**src/rtl/block_plotter.sv**
```systemverilog
// Block rasteriser: walks a BLK_W x BLK_H rectangle one pixel per clock toward
// the VGA write port, clipping off-screen pixels without changing the draw length.
module block_plotter #(
    parameter int          X_W      = 8,
    parameter int          Y_W      = 7,
    parameter int          COLOUR_W = 3,
    parameter int          BLK_W    = 4,
    parameter int          BLK_H    = 4,
    parameter int unsigned SCREEN_W = 160,
    parameter int unsigned SCREEN_H = 120
) (
    input  logic                clk,
    input  logic                reset,
    input  logic                start,
    input  logic [X_W-1:0]      x_in,
    input  logic [Y_W-1:0]      y_in,
    input  logic [COLOUR_W-1:0] colour_in,
    input  logic                erase,
    input  logic [COLOUR_W-1:0] bg_colour,
    output logic                busy,
    output logic                plot,
    output logic [X_W-1:0]      x_out,
    output logic [Y_W-1:0]      y_out,
    output logic [COLOUR_W-1:0] colour_out,
    output logic                done,
    output logic [X_W:0]        block_start,
    output logic [X_W:0]        block_end
);

    typedef enum logic [1:0] {S_IDLE, S_DRAW, S_DONE} state_t;

    localparam logic [X_W-1:0] CX_LAST = X_W'(BLK_W - 1);
    localparam logic [Y_W-1:0] CY_LAST = Y_W'(BLK_H - 1);

    state_t              state_q, state_d;
    logic [X_W-1:0]      cx_q, cx_d, x_base_q, x_base_d, x_out_q, x_out_d;
    logic [Y_W-1:0]      cy_q, cy_d, y_base_q, y_base_d, y_out_q, y_out_d;
    logic [COLOUR_W-1:0] col_q, col_d, colour_out_q, colour_out_d;
    logic                busy_q, busy_d, plot_q, plot_d, done_q, done_d;
    logic [X_W:0]        block_start_q, block_start_d, block_end_q, block_end_d;

    logic                emit;
    logic [X_W-1:0]      e_bx;
    logic [Y_W-1:0]      e_by;
    logic [X_W:0]        x_sum;
    logic [Y_W:0]        y_sum;

    always_comb begin
        state_d       = state_q;
        cx_d          = cx_q;
        cy_d          = cy_q;
        x_base_d      = x_base_q;
        y_base_d      = y_base_q;
        col_d         = col_q;
        busy_d        = busy_q;
        plot_d        = 1'b0;
        done_d        = 1'b0;
        x_out_d       = x_out_q;
        y_out_d       = y_out_q;
        colour_out_d  = colour_out_q;
        block_start_d = block_start_q;
        block_end_d   = block_end_q;
        emit          = 1'b0;
        e_bx          = x_base_q;
        e_by          = y_base_q;

        // Counters always index the pixel being registered onto the outputs,
        // so pixel 0 is emitted on the same edge that accepts start.
        case (state_q)
            S_IDLE: begin
                if (start) begin
                    state_d       = S_DRAW;
                    busy_d        = 1'b1;
                    x_base_d      = x_in;
                    y_base_d      = y_in;
                    col_d         = erase ? bg_colour : colour_in;
                    block_start_d = {1'b0, x_in};
                    block_end_d   = {1'b0, x_in} + (X_W+1)'(BLK_W - 1);
                    cx_d          = '0;
                    cy_d          = '0;
                    e_bx          = x_in;
                    e_by          = y_in;
                    emit          = 1'b1;
                end
            end
            S_DRAW: begin
                if (cx_q == CX_LAST && cy_q == CY_LAST) begin
                    state_d = S_DONE;
                    cx_d    = '0;
                    cy_d    = '0;
                    done_d  = 1'b1;
                end else begin
                    if (cx_q == CX_LAST) begin
                        cx_d = '0;
                        cy_d = cy_q + 1'b1;
                    end else begin
                        cx_d = cx_q + 1'b1;
                    end
                    emit = 1'b1;
                end
            end
            S_DONE: begin
                state_d = S_IDLE;
                busy_d  = 1'b0;
            end
            default: state_d = S_IDLE;
        endcase

        // One extra bit keeps sums past 2^X_W distinguishable for clipping.
        x_sum = {1'b0, e_bx} + {1'b0, cx_d};
        y_sum = {1'b0, e_by} + {1'b0, cy_d};
        if (emit) begin
            x_out_d      = x_sum[X_W-1:0];
            y_out_d      = y_sum[Y_W-1:0];
            colour_out_d = col_d;
            plot_d       = (32'(x_sum) < SCREEN_W) && (32'(y_sum) < SCREEN_H);
        end
    end

    always_ff @(posedge clk) begin
        if (reset) begin
            state_q       <= S_IDLE;
            cx_q          <= '0;
            cy_q          <= '0;
            x_base_q      <= '0;
            y_base_q      <= '0;
            col_q         <= '0;
            busy_q        <= 1'b0;
            plot_q        <= 1'b0;
            done_q        <= 1'b0;
            x_out_q       <= '0;
            y_out_q       <= '0;
            colour_out_q  <= '0;
            block_start_q <= '0;
            block_end_q   <= '0;
        end else begin
            state_q       <= state_d;
            cx_q          <= cx_d;
            cy_q          <= cy_d;
            x_base_q      <= x_base_d;
            y_base_q      <= y_base_d;
            col_q         <= col_d;
            busy_q        <= busy_d;
            plot_q        <= plot_d;
            done_q        <= done_d;
            x_out_q       <= x_out_d;
            y_out_q       <= y_out_d;
            colour_out_q  <= colour_out_d;
            block_start_q <= block_start_d;
            block_end_q   <= block_end_d;
        end
    end

    assign busy        = busy_q;
    assign plot        = plot_q;
    assign x_out       = x_out_q;
    assign y_out       = y_out_q;
    assign colour_out  = colour_out_q;
    assign done        = done_q;
    assign block_start = block_start_q;
    assign block_end   = block_end_q;

endmodule

```
**config.mk**
```make
export PLATFORM = sky130hd
export DESIGN_NAME = block_plotter
export DESIGN_NICKNAME = d
export VERILOG_FILES = /design/src/rtl/block_plotter.sv
export SDC_FILE = /design/constraint.sdc
export NUM_CORES = 1
export LEC_CHECK = 0
export ABC_CLOCK_PERIOD_IN_PS = 4650
export BUFFER_PORTS_ARGS = -buffer_cell sky130_fd_sc_hd__buf_2
export CAP_MARGIN = 25
export CORE_MARGIN = 3
export CORE_UTILIZATION = 35
export CTS_BUF_LIST = sky130_fd_sc_hd__clkbuf_8 sky130_fd_sc_hd__clkbuf_16
export DETAILED_ROUTE_END_ITERATION = 10
export GPL_TIMING_DRIVEN = 0
export SLEW_MARGIN = 25
export SYNTH_ARGS = -nofsm -noshare
export SYNTH_HDL_FRONTEND = slang
export SYNTH_SLANG_ARGS = --single-unit
```
**constraint.sdc**
```tcl
create_clock -name clk -period 4.65 [get_ports clk]
set_input_delay 0.6975 -clock clk [delete_from_list [all_inputs] [get_ports clk]]
set_output_delay 0.6975 -clock clk [all_outputs]
set_load 0.01 [all_outputs]
```
==> results.py <==
metrics = {
    "outcome": {
        "status": "finished, final reports clean",
    },
    "cells_and_area": {
        "nets": 579,
        "drive_above_1_share": 0.1818,
        "utilization": 0.4299,
        "syn_to_final_growth_pct": 18.71,
        "diodes": 0,
    },
    "sta": {
        "slew_headroom": 0.5317,
        "setup_slack_ps": 514.6,
        "hold_viol_final": 0,
        "post-route-min-period_ps": 4135,
        "timing.fmax_ghz": 0.2418,
        "grt_setup_unrepaired": "no",
        "period_share": 0.8893,
        "setup_viol": 0,
        "finalSetupTns_ps": 0,
        "worst_pin_slew_ps": 692.6,
        "fin_worst_skew_ps": 10.15,
        "drv_slew": 0,
    },
    "global_route": {
        "grt_pass1_wl_um": 15410,
        "antenna_found_initial": 0,
        "grt_util_all_layers": 0.1663,
        "grt_max_degree": 13,
        "grt_overflow": 0,
        "grt_pass1_vias": 3168,
    },
    "cts": {
        "cts_tree": "yes",
        "numCtsBuffers": 9,
        "htree_num_levels": 3,
        "ctsResizeCount": 0,
        "cts.path.max_buffers": 2,
        "worst_skew_pair.late_latency_ps": 350,
        "cts.clk_slew.worst_paths_ps": 70,
        "hold_buffers": 0,
        "clkSinkCount": 73,
        "post_cts_buffers": 0,
        "clock_tree.root_cell": "clkbuf_8",
    },
    "critical_path": {
        "end_kind": "flop",
        "cp_max_fo": 10,
        "cp.required_ps": 4860,
        "crit_chain": "buf_2 -> nor2b_1 -> nor2b_1 -> buf_2 -> buf_1 -> nand2_1 -> nand2_1 -> ha_1 -> inv_1 -> fa_1 -> nand2b_1 -> a2111oi_0 -> a311oi_1 -> nor4_1 -> a211oi_1",
        "critPathMaxStageDelay_ps": 480,
        "worstPathArrival_ps": 4350,
        "path_class": "input port to flop",
        "path_delay_family": "simple AND/OR/NAND/NOR gates",
        "slowest_stage": "nor4_1",
        "reg2reg_from": "cx_q[0]$_SDFF_PP0_",
        "start_kind": "input port",
        "startpoint": "start",
        "worst-path-buf-inv": 4,
    },
    "logic_synthesis": {
        "synth_area_leaders": "dfxtp_1 39%, nand2_1 9.2%, ha_1 6.0%",
        "netlist.top_cell.by_area": "dfxtp_1",
        "synthTopCellsByCount": "92 x nand2_1, 73 x dfxtp_1, 43 x a21oi_1, 25 x nor2_1, 24 x o21ai_0",
        "yosysWarnings": 0,
        "avgSynthCellArea_um2": 8.165,
        "yosysUniqueCellTypes": 53,
        "syn_area_um2": 3772,
        "synth-seq-area-share": 0.3874,
        "synth-edff-count": 0,
        "synth-main-ff-cell": "dfxtp_1",
        "syn_inst": 462,
        "synth_async_sr_flop_share": 0,
        "ys_seq_elements": 73,
        "synth_top_area_frac": 0.3874,
        "syn_nets": 507,
        "synth_most_common_cell": "nand2_1",
    },
    "routing": {
        "first_pass_iters": 4,
        "wl_per_cell_um": 14.44,
        "wl_um": 9744,
        "drcViolationCount": 0,
        "drt_iter0_markers": 138,
        "post_drt_via_cell_ratio": 5.034,
        "drtAntennaViolNets": 0,
        "vias": 3398,
    },
    "flow_run": {
        "maxCapViolCount": 0,
    },
    "die": {
        "dieArea_um2": 12060,
        "fp.dieW_um": 109.8,
        "start_util": 0.3622,
        "pin_count": 64,
        "die_h_um": 109.8,
        "core_area_um2": 10420,
        "std_cell_rows": 37,
    },
    "placement": {
        "port_buffers": 61,
        "gp_congestion": 0.8773,
        "dp_hpwl_um": 7401,
        "post-place-ws_ps": 152.8,
    },
    "hold_path": {
        "hold_start": "y_out[5]$_SDFFE_PP0P_",
        "min_path_type": "flop to flop",
    },
    "pwr": {
        "power.density_nw_per_um2": 326.6,
        "ir_worst_vdd_uv": 133.3,
        "total_power_mw": 1.463,
        "leakage_nw": 1.981,
    },
}
==> cells in the final DEF, fill, tap and decap left out, types with 4 or more instances in the layout <==
cell | synthesis | routed
nand2_1 | 92 | 92
dfxtp_1 | 73 | 73
buf_2 | 3 | 64
a21oi_1 | 43 | 43
nor2_1 | 25 | 25
o21ai_0 | 24 | 24
inv_1 | 18 | 19
ha_1 | 18 | 18
a211oi_1 | 17 | 17
nor2b_1 | 16 | 16
clkbuf_1 | 13 | 13
clkbuf_8 | 0 | 11
nand2b_1 | 10 | 10
xnor2_1 | 10 | 10
nor3_1 | 8 | 8
mux2i_1 | 8 | 8
nand3_1 | 7 | 7
a21o_1 | 5 | 5
and3_1 | 5 | 5
xor2_1 | 5 | 5
buf_1 | 4 | 4
or3_1 | 4 | 4
nand4_1 | 4 | 4
==> through the flow <==
stage	area [um2]	hold slack [ps]	instances
after floorplan	3772	444.3	462
after global placement	4248	440.4	659
after detailed placement	4248	445.0	659
after CTS	4478	455.9	675
after global routing	4478	481.5	675
final	4478	453.7	675
==> metal layers <==
layer / share of wire / global-route usage / vias up
met3: 0.049 / 0.03699 / 20
met4: 0.025 / 0.07925 / 0
li1: - / - / 1750
met2: 0.45 / 0.2513 / 70
met1: 0.47 / 0.2236 / 1558
met5: 0 / 0 / -
==> logic make-up after synthesis <==
family          share of synthesized area
fa+ha+maj                         0.07032
xor+xnor                          0.03482
simple gates                       0.2594
buf+inv                           0.04278
compound gates                     0.1831
other cells                     0.0009941
mux                               0.02123
flops                              0.3874
==> registers in the layout, indices dropped and copies added (netlist names) <==
| register | flops |
|---|---|
| plot | 1 |
| done | 1 |
| y_base_q | 7 |
| col_q | 3 |
| state_q | 2 |
| cx_q | 8 |
| block_start | 8 |
| colour_out | 3 |
| x_out | 8 |
| busy | 1 |
| y_out | 7 |
| cy_q | 7 |
| block_end | 9 |
| x_base_q | 8 |
==> final cells by class <==
| cell class | instances | area [um2] |
|---|---|---|
| well taps | 136 | 170.2 |
| multi-input cells | 349 | 2150 |
| repair buffers | 61 | 305.3 |
| inverters | 18 | 67.56 |
| clock inverters | 5 | 78.83 |
| plain buffers | 22 | 93.84 |
| clock buffers | 11 | 151.4 |
| flip-flops and latches | 73 | 1461 |
| fillers | 1071 | 5938 |
==> power by group <==
part	switching [mW]	internal, mW	leakage, nW
registers	0.0147	0.659	0.598
clock network	0.243	0.330	0.113
logic	0.132	0.0843	1.27
==> tightest hold or removal path, delay by kind of cell, from the launching register on <==
kind / cells / cell delay [ps]
flops: 1 / 310
compound gates: 1 / 50
simple gates: 1 / 50
==> path summary, 6_finish.rpt <==
| kind | to | slack, ps | depth (start not counted) |
|---|---|---|---|
| hold / removal | y_out[5]$_SDFFE_PP0P_ | 450 | 2 |
| setup / recovery | plot$_SDFF_PP0_ | 510 | 15 |
| setup reg to reg | plot$_SDFF_PP0_ | 610 | 12 |
| hold reg to reg | y_out[5]$_SDFFE_PP0P_ | 450 | 2 |
Power figures use the tool's default switching activity.
